==> src/rtl/instruction_encoder_pkg.sv <==
// Shared opcode/funct constants, format classification and range helpers for the RV32I instruction encoder.
package instruction_encoder_pkg;

   localparam logic [6:0] LUI_OPCODE      = 7'b0110111;
   localparam logic [6:0] AUIPC_OPCODE    = 7'b0010111;
   localparam logic [6:0] JAL_OPCODE      = 7'b1101111;
   localparam logic [6:0] JALR_OPCODE     = 7'b1100111;
   localparam logic [6:0] BRANCH_OPCODE   = 7'b1100011;
   localparam logic [6:0] LOAD_OPCODE     = 7'b0000011;
   localparam logic [6:0] STORE_OPCODE    = 7'b0100011;
   localparam logic [6:0] OP_IMM_OPCODE   = 7'b0010011;
   localparam logic [6:0] OP_OPCODE       = 7'b0110011;
   localparam logic [6:0] MISC_MEM_OPCODE = 7'b0001111;
   localparam logic [6:0] SYSTEM_OPCODE   = 7'b1110011;

   localparam logic [2:0] SLLI_FUNCT3      = 3'b001;
   localparam logic [2:0] SRLI_SRAI_FUNCT3 = 3'b101;

   localparam logic [31:0] NOP_INSTR = 32'h0000_0013;

   typedef enum logic [2:0] {FMT_R, FMT_I, FMT_S, FMT_B, FMT_U, FMT_J, FMT_NONE} fmt_e;

   function automatic fmt_e opcode_fmt(input logic [6:0] opcode);
      case (opcode)
         OP_OPCODE:                                           return FMT_R;
         OP_IMM_OPCODE, LOAD_OPCODE, JALR_OPCODE,
         MISC_MEM_OPCODE, SYSTEM_OPCODE:                      return FMT_I;
         STORE_OPCODE:                                        return FMT_S;
         BRANCH_OPCODE:                                       return FMT_B;
         LUI_OPCODE, AUIPC_OPCODE:                            return FMT_U;
         JAL_OPCODE:                                          return FMT_J;
         default:                                             return FMT_NONE;
      endcase
   endfunction

   function automatic logic is_shift(input logic [2:0] funct3);
      return (funct3 == SLLI_FUNCT3) || (funct3 == SRLI_SRAI_FUNCT3);
   endfunction

   // True when v[31:msb] are all equal, i.e. v is a sign extension of v[msb:0].
   function automatic logic fits_signed(input logic [31:0] v, input int msb);
      logic signed [31:0] s;
      s = $signed(v) >>> msb;
      return (s == '0) || (&s);
   endfunction

endpackage

==> src/rtl/instruction_encoder_imm_packer.sv <==
// Places the immediate (or CSR / zimm) bits of an RV32I word and flags values the format cannot represent.
module instruction_encoder_imm_packer
   import instruction_encoder_pkg::*;
(
   input  logic [6:0]  opcode_i,
   input  logic [2:0]  funct3_i,
   input  logic [31:0] imm_i,
   input  logic [11:0] csr_i,
   output logic [31:0] imm_bits_o,
   output logic        imm_err_o
);

   always_comb begin
      imm_bits_o = '0;
      imm_err_o  = 1'b0;
      case (opcode_i)
         OP_IMM_OPCODE, LOAD_OPCODE, JALR_OPCODE: begin
            if (opcode_i == OP_IMM_OPCODE && is_shift(funct3_i)) begin
               imm_bits_o[24:20] = imm_i[4:0];
               imm_err_o         = |imm_i[31:5];
            end else begin
               imm_bits_o[31:20] = imm_i[11:0];
               imm_err_o         = !fits_signed(imm_i, 11);
            end
         end
         STORE_OPCODE: begin
            imm_bits_o[31:25] = imm_i[11:5];
            imm_bits_o[11:7]  = imm_i[4:0];
            imm_err_o         = !fits_signed(imm_i, 11);
         end
         BRANCH_OPCODE: begin
            imm_bits_o[31]    = imm_i[12];
            imm_bits_o[7]     = imm_i[11];
            imm_bits_o[30:25] = imm_i[10:5];
            imm_bits_o[11:8]  = imm_i[4:1];
            imm_err_o         = imm_i[0] || !fits_signed(imm_i, 12);
         end
         JAL_OPCODE: begin
            imm_bits_o[31]    = imm_i[20];
            imm_bits_o[30:21] = imm_i[10:1];
            imm_bits_o[20]    = imm_i[11];
            imm_bits_o[19:12] = imm_i[19:12];
            imm_err_o         = imm_i[0] || !fits_signed(imm_i, 20);
         end
         LUI_OPCODE, AUIPC_OPCODE: begin
            imm_bits_o[31:12] = imm_i[31:12];
            imm_err_o         = |imm_i[11:0];
         end
         MISC_MEM_OPCODE: begin
            imm_bits_o[31:20] = imm_i[11:0];
            imm_err_o         = |imm_i[31:12];
         end
         SYSTEM_OPCODE: begin
            // CSR forms carry the CSR address; the immediate variants put zimm in the rs1 slot.
            if (funct3_i == 3'b000) begin
               imm_bits_o[31:20] = imm_i[11:0];
               imm_err_o         = |imm_i[31:12];
            end else begin
               imm_bits_o[31:20] = csr_i;
               if (funct3_i[2]) begin
                  imm_bits_o[19:15] = imm_i[4:0];
                  imm_err_o         = |imm_i[31:5];
               end
            end
         end
         OP_OPCODE: begin
            imm_err_o = 1'b0;
         end
         default: begin
            imm_err_o = 1'b1;
         end
      endcase
   end

endmodule

==> src/rtl/instruction_encoder.sv <==
// Two-stage valid/ready RV32I instruction encoder: S1 registers the request, S2 holds the packed word.
module instruction_encoder
   import instruction_encoder_pkg::*;
#(
   parameter int ERR_CNT_W = 16
) (
   input  logic                 clk,
   input  logic                 rst,
   input  logic                 in_valid,
   output logic                 in_ready,
   input  logic [6:0]           in_opcode,
   input  logic [4:0]           in_rd,
   input  logic [4:0]           in_rs1,
   input  logic [4:0]           in_rs2,
   input  logic [2:0]           in_funct3,
   input  logic [6:0]           in_funct7,
   input  logic [31:0]          in_imm,
   input  logic [11:0]          in_csr,
   output logic                 out_valid,
   input  logic                 out_ready,
   output logic [31:0]          out_instr,
   output logic                 out_err,
   output logic [ERR_CNT_W-1:0] err_cnt
);

   logic                 s1_valid_q;
   logic [6:0]           s1_opcode_q;
   logic [4:0]           s1_rd_q, s1_rs1_q, s1_rs2_q;
   logic [2:0]           s1_funct3_q;
   logic [6:0]           s1_funct7_q;
   logic [31:0]          s1_imm_q;
   logic [11:0]          s1_csr_q;
   logic                 out_valid_q, out_err_q;
   logic [31:0]          out_instr_q;
   logic [ERR_CNT_W-1:0] err_cnt_q, err_cnt_d;
   logic [31:0]          imm_bits, instr_d;
   logic                 imm_err, err_d, s2_adv;
   fmt_e                 fmt;

   assign s2_adv   = !out_valid_q || out_ready;
   assign in_ready = !s1_valid_q || s2_adv;

   instruction_encoder_imm_packer u_imm_packer (
      .opcode_i   (s1_opcode_q),
      .funct3_i   (s1_funct3_q),
      .imm_i      (s1_imm_q),
      .csr_i      (s1_csr_q),
      .imm_bits_o (imm_bits),
      .imm_err_o  (imm_err)
   );

   always_comb begin
      fmt     = opcode_fmt(s1_opcode_q);
      instr_d = imm_bits | {25'b0, s1_opcode_q};
      err_d   = imm_err;
      if (fmt == FMT_R || fmt == FMT_I || fmt == FMT_U || fmt == FMT_J)
         instr_d[11:7] = s1_rd_q;
      // CSR immediate forms reuse the rs1 slot for zimm, already placed by the packer.
      if ((fmt == FMT_R || fmt == FMT_I || fmt == FMT_S || fmt == FMT_B) &&
          !(s1_opcode_q == SYSTEM_OPCODE && s1_funct3_q[2]))
         instr_d[19:15] = s1_rs1_q;
      if (fmt == FMT_R || fmt == FMT_S || fmt == FMT_B)
         instr_d[24:20] = s1_rs2_q;
      if (fmt == FMT_R || fmt == FMT_I || fmt == FMT_S || fmt == FMT_B)
         instr_d[14:12] = s1_funct3_q;
      if (fmt == FMT_R || (s1_opcode_q == OP_IMM_OPCODE && is_shift(s1_funct3_q)))
         instr_d[31:25] = s1_funct7_q;
      if (fmt == FMT_NONE)
         instr_d = NOP_INSTR;
   end

   always_comb begin
      err_cnt_d = err_cnt_q;
      if (out_valid_q && out_ready && out_err_q && !(&err_cnt_q))
         err_cnt_d = err_cnt_q + 1'b1;
   end

   // S1: request capture
   always_ff @(posedge clk) begin
      if (in_valid && in_ready) begin
         s1_opcode_q <= in_opcode;
         s1_rd_q     <= in_rd;
         s1_rs1_q    <= in_rs1;
         s1_rs2_q    <= in_rs2;
         s1_funct3_q <= in_funct3;
         s1_funct7_q <= in_funct7;
         s1_imm_q    <= in_imm;
         s1_csr_q    <= in_csr;
      end
   end

   // S2: output registers, handshake control and error counter
   always_ff @(posedge clk) begin
      if (rst) begin
         s1_valid_q  <= 1'b0;
         out_valid_q <= 1'b0;
         out_instr_q <= '0;
         out_err_q   <= 1'b0;
         err_cnt_q   <= '0;
      end else begin
         if (in_ready)
            s1_valid_q <= in_valid;
         if (s2_adv) begin
            out_valid_q <= s1_valid_q;
            if (s1_valid_q) begin
               out_instr_q <= instr_d;
               out_err_q   <= err_d;
            end
         end
         err_cnt_q <= err_cnt_d;
      end
   end

   assign out_valid = out_valid_q;
   assign out_instr = out_instr_q;
   assign out_err   = out_err_q;
   assign err_cnt   = err_cnt_q;

endmodule

==> config.mk <==
export PLATFORM = sky130hd
export DESIGN_NAME = instruction_encoder
export DESIGN_NICKNAME = d
export VERILOG_FILES = /design/src/rtl/instruction_encoder_pkg.sv /design/src/rtl/instruction_encoder_imm_packer.sv /design/src/rtl/instruction_encoder.sv
export SDC_FILE = /design/constraint.sdc
export NUM_CORES = 1
export LEC_CHECK = 0
export ABC_AREA = 1
export CAP_MARGIN = 10
export CORE_MARGIN = 5
export CORE_UTILIZATION = 25
export CTS_CLUSTER_SIZE = 24
export DETAILED_ROUTE_END_ITERATION = 10
export GPL_TIMING_DRIVEN = 1
export HOLD_SLACK_MARGIN = 0.05
export PLACE_DENSITY = 0.55
export SYNTH_ARGS = -nofsm -noshare
export SYNTH_HDL_FRONTEND = slang
export SYNTH_HIERARCHICAL = 1
export SYNTH_SLANG_ARGS = --single-unit
==> constraint.sdc <==
create_clock -name clk -period 6.1 [get_ports clk]
set_input_delay 1.22 -clock clk [delete_from_list [all_inputs] [get_ports clk]]
set_output_delay 1.22 -clock clk [all_outputs]
set_load 0.02 [all_outputs]
# --- Yosys cells after proc, flatten, opt, wreduce, memory -nomap -nowiden ---
# Index checks and enable logic that the tools add are counted.
totals:
  reg_bits: 127
  latch_bits: 0
  mem_bits_rw: 0
  romBits: 0
  in_bits: 80
  output_inout_bits: 51
  wordCells: 103
  n_memories: 0
classes:
  n_addsub: 1
  mul: 0
  n_div: 0
  magnitude_cmp: 0
  eq_ne: 19
  shift: 0
  muxes: 20
  n_bitwise: 1
  reduce_logical: 49
ops:
  columns: ["op", "count"]
  rows:
  - ["32-bit zero test", 3]
  - ["7-bit case mux with 6 select lines", 1]
  - ["32-bit 2-to-1 mux", 1]
  - ["32-bit by 7-bit bitwise OR with 32-bit output", 1]
  - ["7-bit equality test, second input constant", 4]
  - ["27-bit OR reduction", 1]
  - ["5-bit 2-to-1 mux", 5]
  - ["7-bit by 6-bit equality test with 1-bit output, second input constant", 3]
  - ["21-bit AND reduction", 1]
  - ["5-bit case mux with 2 select lines", 2]
  - ["5-bit case mux with 4 select lines", 1]
  - ["20-bit AND reduction", 1]
  - ["20-bit OR reduction", 1]
  - ["3-bit case mux with 6 select lines", 1]
  - ["16-bit by 1-bit adder with 16-bit output, second input constant", 1]
  - ["1-bit logical OR", 16]
  - ["16-bit AND reduction", 1]
  - ["7-bit by 5-bit equality test with 1-bit output, second input constant", 2]
  - ["7-bit 2-to-1 mux", 2]
  - ["3-bit equality test, second input constant", 4]
  - ["12-bit 2-to-1 mux", 1]
  - ["12-bit AND reduction", 1]
  - ["12-bit OR reduction", 1]
  - ["1-bit case mux with 8 select lines", 1]
  - ["14 further kinds", 34]

# --- Logic depth before layout (Yosys ltp) ---
logic_depth:
  depth_word: 10
  mapped_depth: 13
  depth_no_buf: 13

# --- Modules after synthesis ---
# The synthesis kept the hierarchy.
modules_own_cells:
  columns: ["mod", "n_inst", "cells_per_inst", "area_each_um2", "seq_area_each_um2"]
  rows:
  - ["instruction_encoder", 1, 470, 5101.1, 3303.2]
  - ["instruction_encoder_imm_packer", 1, 256, 1223.7, 0.0]

# --- Least setup slack after synthesis ---
# No wires, ideal clock.
synth_timing:
  path_kind: "input to register"
  startpoint: "input out_ready"
  endpoint: "register s1_csr_q[0] (enable)"
  setup_time_ns: 0.430
  arrival_time_ns: 3.059
  t_required_ns: 5.670
  slack_ns: 2.611
  path_stages: 4
  n_path_buf: 0
  cell_sequence: "inv_1 > nand3_1 > nand2_1 > inv_1"
synth_via:
  elab_chain_cells: 3
synth_lines:
  columns: ["item", "line", "source"]
  rows:
  - ["from (decl)", "instruction_encoder.sv:20", "input logic out_ready,"]
  - ["1-bit logical OR", "instruction_encoder.sv:40", "assign s2_adv = !out_valid_q || out_ready;"]
  - ["1-bit logical OR", "instruction_encoder.sv:41", "assign in_ready = !s1_valid_q || s2_adv;"]
  - ["named net in_ready", "instruction_encoder.sv:10", "output logic in_ready,"]
  - ["1-bit logical AND", "instruction_encoder.sv:80", "if (in_valid && in_ready) begin"]
  - ["to (signal assigned)", "instruction_encoder.sv:88", "s1_csr_q <= in_csr;"]
  - ["to (decl)", "instruction_encoder.sv:32", "logic [11:0] s1_csr_q;"]
# The timed path passes the listed nets, and every way through them passes these cells.
# A chain may end at the register's enable or synchronous reset.

# --- Final worst setup path ---
layout_timing:
  startpoint: "input out_ready"
  endpoint: "output in_ready"
layout_via:
  elab_chain_cells: 2
layout_lines:
  columns: ["item", "line"]
  rows:
  - ["1-bit logical OR", "instruction_encoder.sv:40"]
  - ["1-bit logical OR", "instruction_encoder.sv:41"]
  - ["to (decl)", "instruction_encoder.sv:10"]
# No other way between the ends.

==> results.sh <==
export IMPL_leakage_uw=0.003212
export IMPL_slowest_delay_ps=630
export IMPL_setup_worst_path_end_class="output port"
export IMPL_path_buf_inv=3
export IMPL_fin_ws_ps=2354
export IMPL_whs_path_depth=2
export IMPL_netlist_area_um2=6310
export IMPL_wl_um=17990
export IMPL_syn_to_final_growth_pct=35.28
export IMPL_wire_per_inst_um=14.93
export IMPL_syn_mean_instance_area_um2=8.715
export IMPL_clock_path_buffers=2
export IMPL_tns_ps=0
export IMPL_vias=5258
export IMPL_antenna_found_initial=0
export IMPL_syn_inst=724
export IMPL_post_cts_buffers=0
export IMPL_hold_end="out_instr[21]"
export IMPL_vdd_ir_drop_max_uv=136.5
export IMPL_fin_nets=943
export IMPL_place_congestion=0.9175
export IMPL_r2r_end="s1_imm_q[23]"
export IMPL_p_switching_uw=514.7
export IMPL_fin_skew_ps=9.934
export IMPL_min_from="out_instr[21]"
export IMPL_crit_type="in2out"
export IMPL_die_y_um=168.9
export IMPL_core_area_um2=25040
export IMPL_cts_hold_buffers=0
export IMPL_tritoncts="built"
export IMPL_maxCapViolCount=0
export IMPL_finalCritPeriodShare=0.6141
export IMPL_cell_internal_pwr_uw=1666
export IMPL_fillers=2629
export IMPL_clock_sinks=127
export IMPL_met1_length_um=8476
export IMPL_grt_pass1_vias=5171
export IMPL_switching_share=0.2360
export IMPL_wl_met3_um=1011
export IMPL_status="finished, final reports clean"
export IMPL_synth_warning_count=6
export IMPL_critPathRequiredTime_ps=4880
export IMPL_timing_rr_start="out_valid"
export IMPL_cts_resized=0
export IMPL_p_clk_frac=0.482
export IMPL_top_layer="met4"
export IMPL_p_seq_frac=0.447
export IMPL_antenna_cells=0
export IMPL_h_tree_depth=4
export IMPL_io_buffers=130
export IMPL_ant_nets=0
export IMPL_grt_max_degree=47
export IMPL_rsz0062_at_grt="no"
export IMPL_powerDensity_nw_per_um2=255.5
export IMPL_path_max_fanout=3
export IMPL_final_cell_count_no_fill=1205
export IMPL_placed_cells=1173
export IMPL_fmax_mhz=266.9
export IMPL_fp_row_count=58
export IMPL_cp_startpoint="out_ready"
export IMPL_via_per_inst=4.363
export IMPL_numCtsBuffers=17
export IMPL_cp_slowest_cell="clkdlybuf4s50_1"
export IMPL_clk_latency_ps=420
export IMPL_root_buffer="clkbuf_16"
export IMPL_placed_area_um2=7925
export IMPL_chipWidth_um=168.9
export IMPL_drc=0
export IMPL_crit_chain="clkdlybuf4s50_1 > inv_1 > nand3_1 > clkdlybuf4s50_1"
export IMPL_cpMostUsedCell="clkdlybuf4s50_1"
export IMPL_start_kind="primary input"
export IMPL_cpLargestDelayFamily="buffers and inverters"
export IMPL_firstDrtPassIters=5
export IMPL_final_cell_area_um2=8536
export IMPL_grt_overflow=0
export IMPL_relSlewSlack=0.3076
export IMPL_setup_violations=0
export IMPL_final_common_cell="nand2_1"
export IMPL_grt_pass1_wl_um=27910
export IMPL_r2r_cells=4
export IMPL_hpwl_um=13940
export IMPL_post_route_min_period_ps=3746
export IMPL_rrSetupSlack_ps=3880
export IMPL_slew_viol_final=0
export IMPL_dieArea_um2=28520
export IMPL_wl_met2_um=8229
export IMPL_hold_class="reg2reg"
export IMPL_max_slew_worst_pin_slew_ps=1037
export IMPL_comb_power_share=0.071
export IMPL_drtIter0Drc=411
export IMPL_ioPinCount=131
export IMPL_clk_pin_slew_ps=60
export IMPL_gr_usage_all_layers=0.1265
export IMPL_final_cell_mix="nand2_1 (177), clkdlybuf4s50_1 (129), nor2_1 (86)"
export IMPL_utilization=0.3409
export IMPL_finalHoldViolations=0
export IMPL_post_place_ws_ps=2345
export IMPL_initial_utilization=0.2520
export IMPL_arrival_ps=2530
export IMPL_drive_above_1_share=0.1269
==> flip-flops by register name, summed over array words and instances, names as in the netlist <==
| register | cells |
|---|---|
| s1_opcode_q | 7 |
| s1_imm_q | 32 |
| s1_rd_q | 5 |
| err_cnt | 16 |
| s1_funct3_q | 3 |
| out_err | 1 |
| s1_rs1_q | 5 |
| out_valid | 1 |
| s1_rs2_q | 5 |
| out_instr | 32 |
| s1_valid_q | 1 |
| s1_funct7_q | 7 |
| s1_csr_q | 12 |
==> worst reg2reg max path: stages (launching register included) <==
cell and delay [ps]:
dfxtp_1 330, nand3_1 170, nand2_1 110, inv_2 750, buf_4 520
==> metrics by stage <==
step                      hold slack, ps  power (uW)
after floorplan                    503.9        1062
after global placement             456.4        1149
after detailed placement           457.4        1150
after CTS                          466.4        2209
after global routing               483.2        2264
final                              463.4        2181
==> layout make-up <==
type                    count  area [um^2]  share of cell area
multi-input cells         490         2537              0.2973
well taps                 330        412.9             0.04837
inverters                  94        360.3             0.04222
flip-flops and latches    127         3303              0.3870
clock inverters            15        185.2             0.02169
clock buffers              17        425.4             0.04984
repair buffers            132         1311              0.1536
==> worst max path at each step <==
stage                        endpoint  slack (ps)  cells past startpoint
after floorplan           s1_csr_q[0]        2610                      4
after global placement       in_ready        2330                      4
after detailed placement     in_ready        2350                      4
after CTS                    in_ready        2340                      4
after global routing         in_ready        2320                      4
final                        in_ready        2350                      4
==> layer usage <==
| layer | vias to the layer above | global-route usage |
|---|---|---|
| met5 | - | 0 |
| met4 | 0 | 0.03846 |
| met3 | 21 | 0.03573 |
| met2 | 164 | 0.1991 |
| met1 | 2406 | 0.1696 |
| li1 | 2667 | - |
==> power by group through the flow <==
stage | clock [uW] | combinational [uW] | sequential [uW]
finish | 1050 | 155 | 975
global route | 1110 | 170 | 979
CTS | 1080 | 157 | 975
detailed placement | 0 | 157 | 994
global placement | 0 | 156 | 993
floorplan | 0 | 75.6 | 987
(Power assumes the default switching activity.)
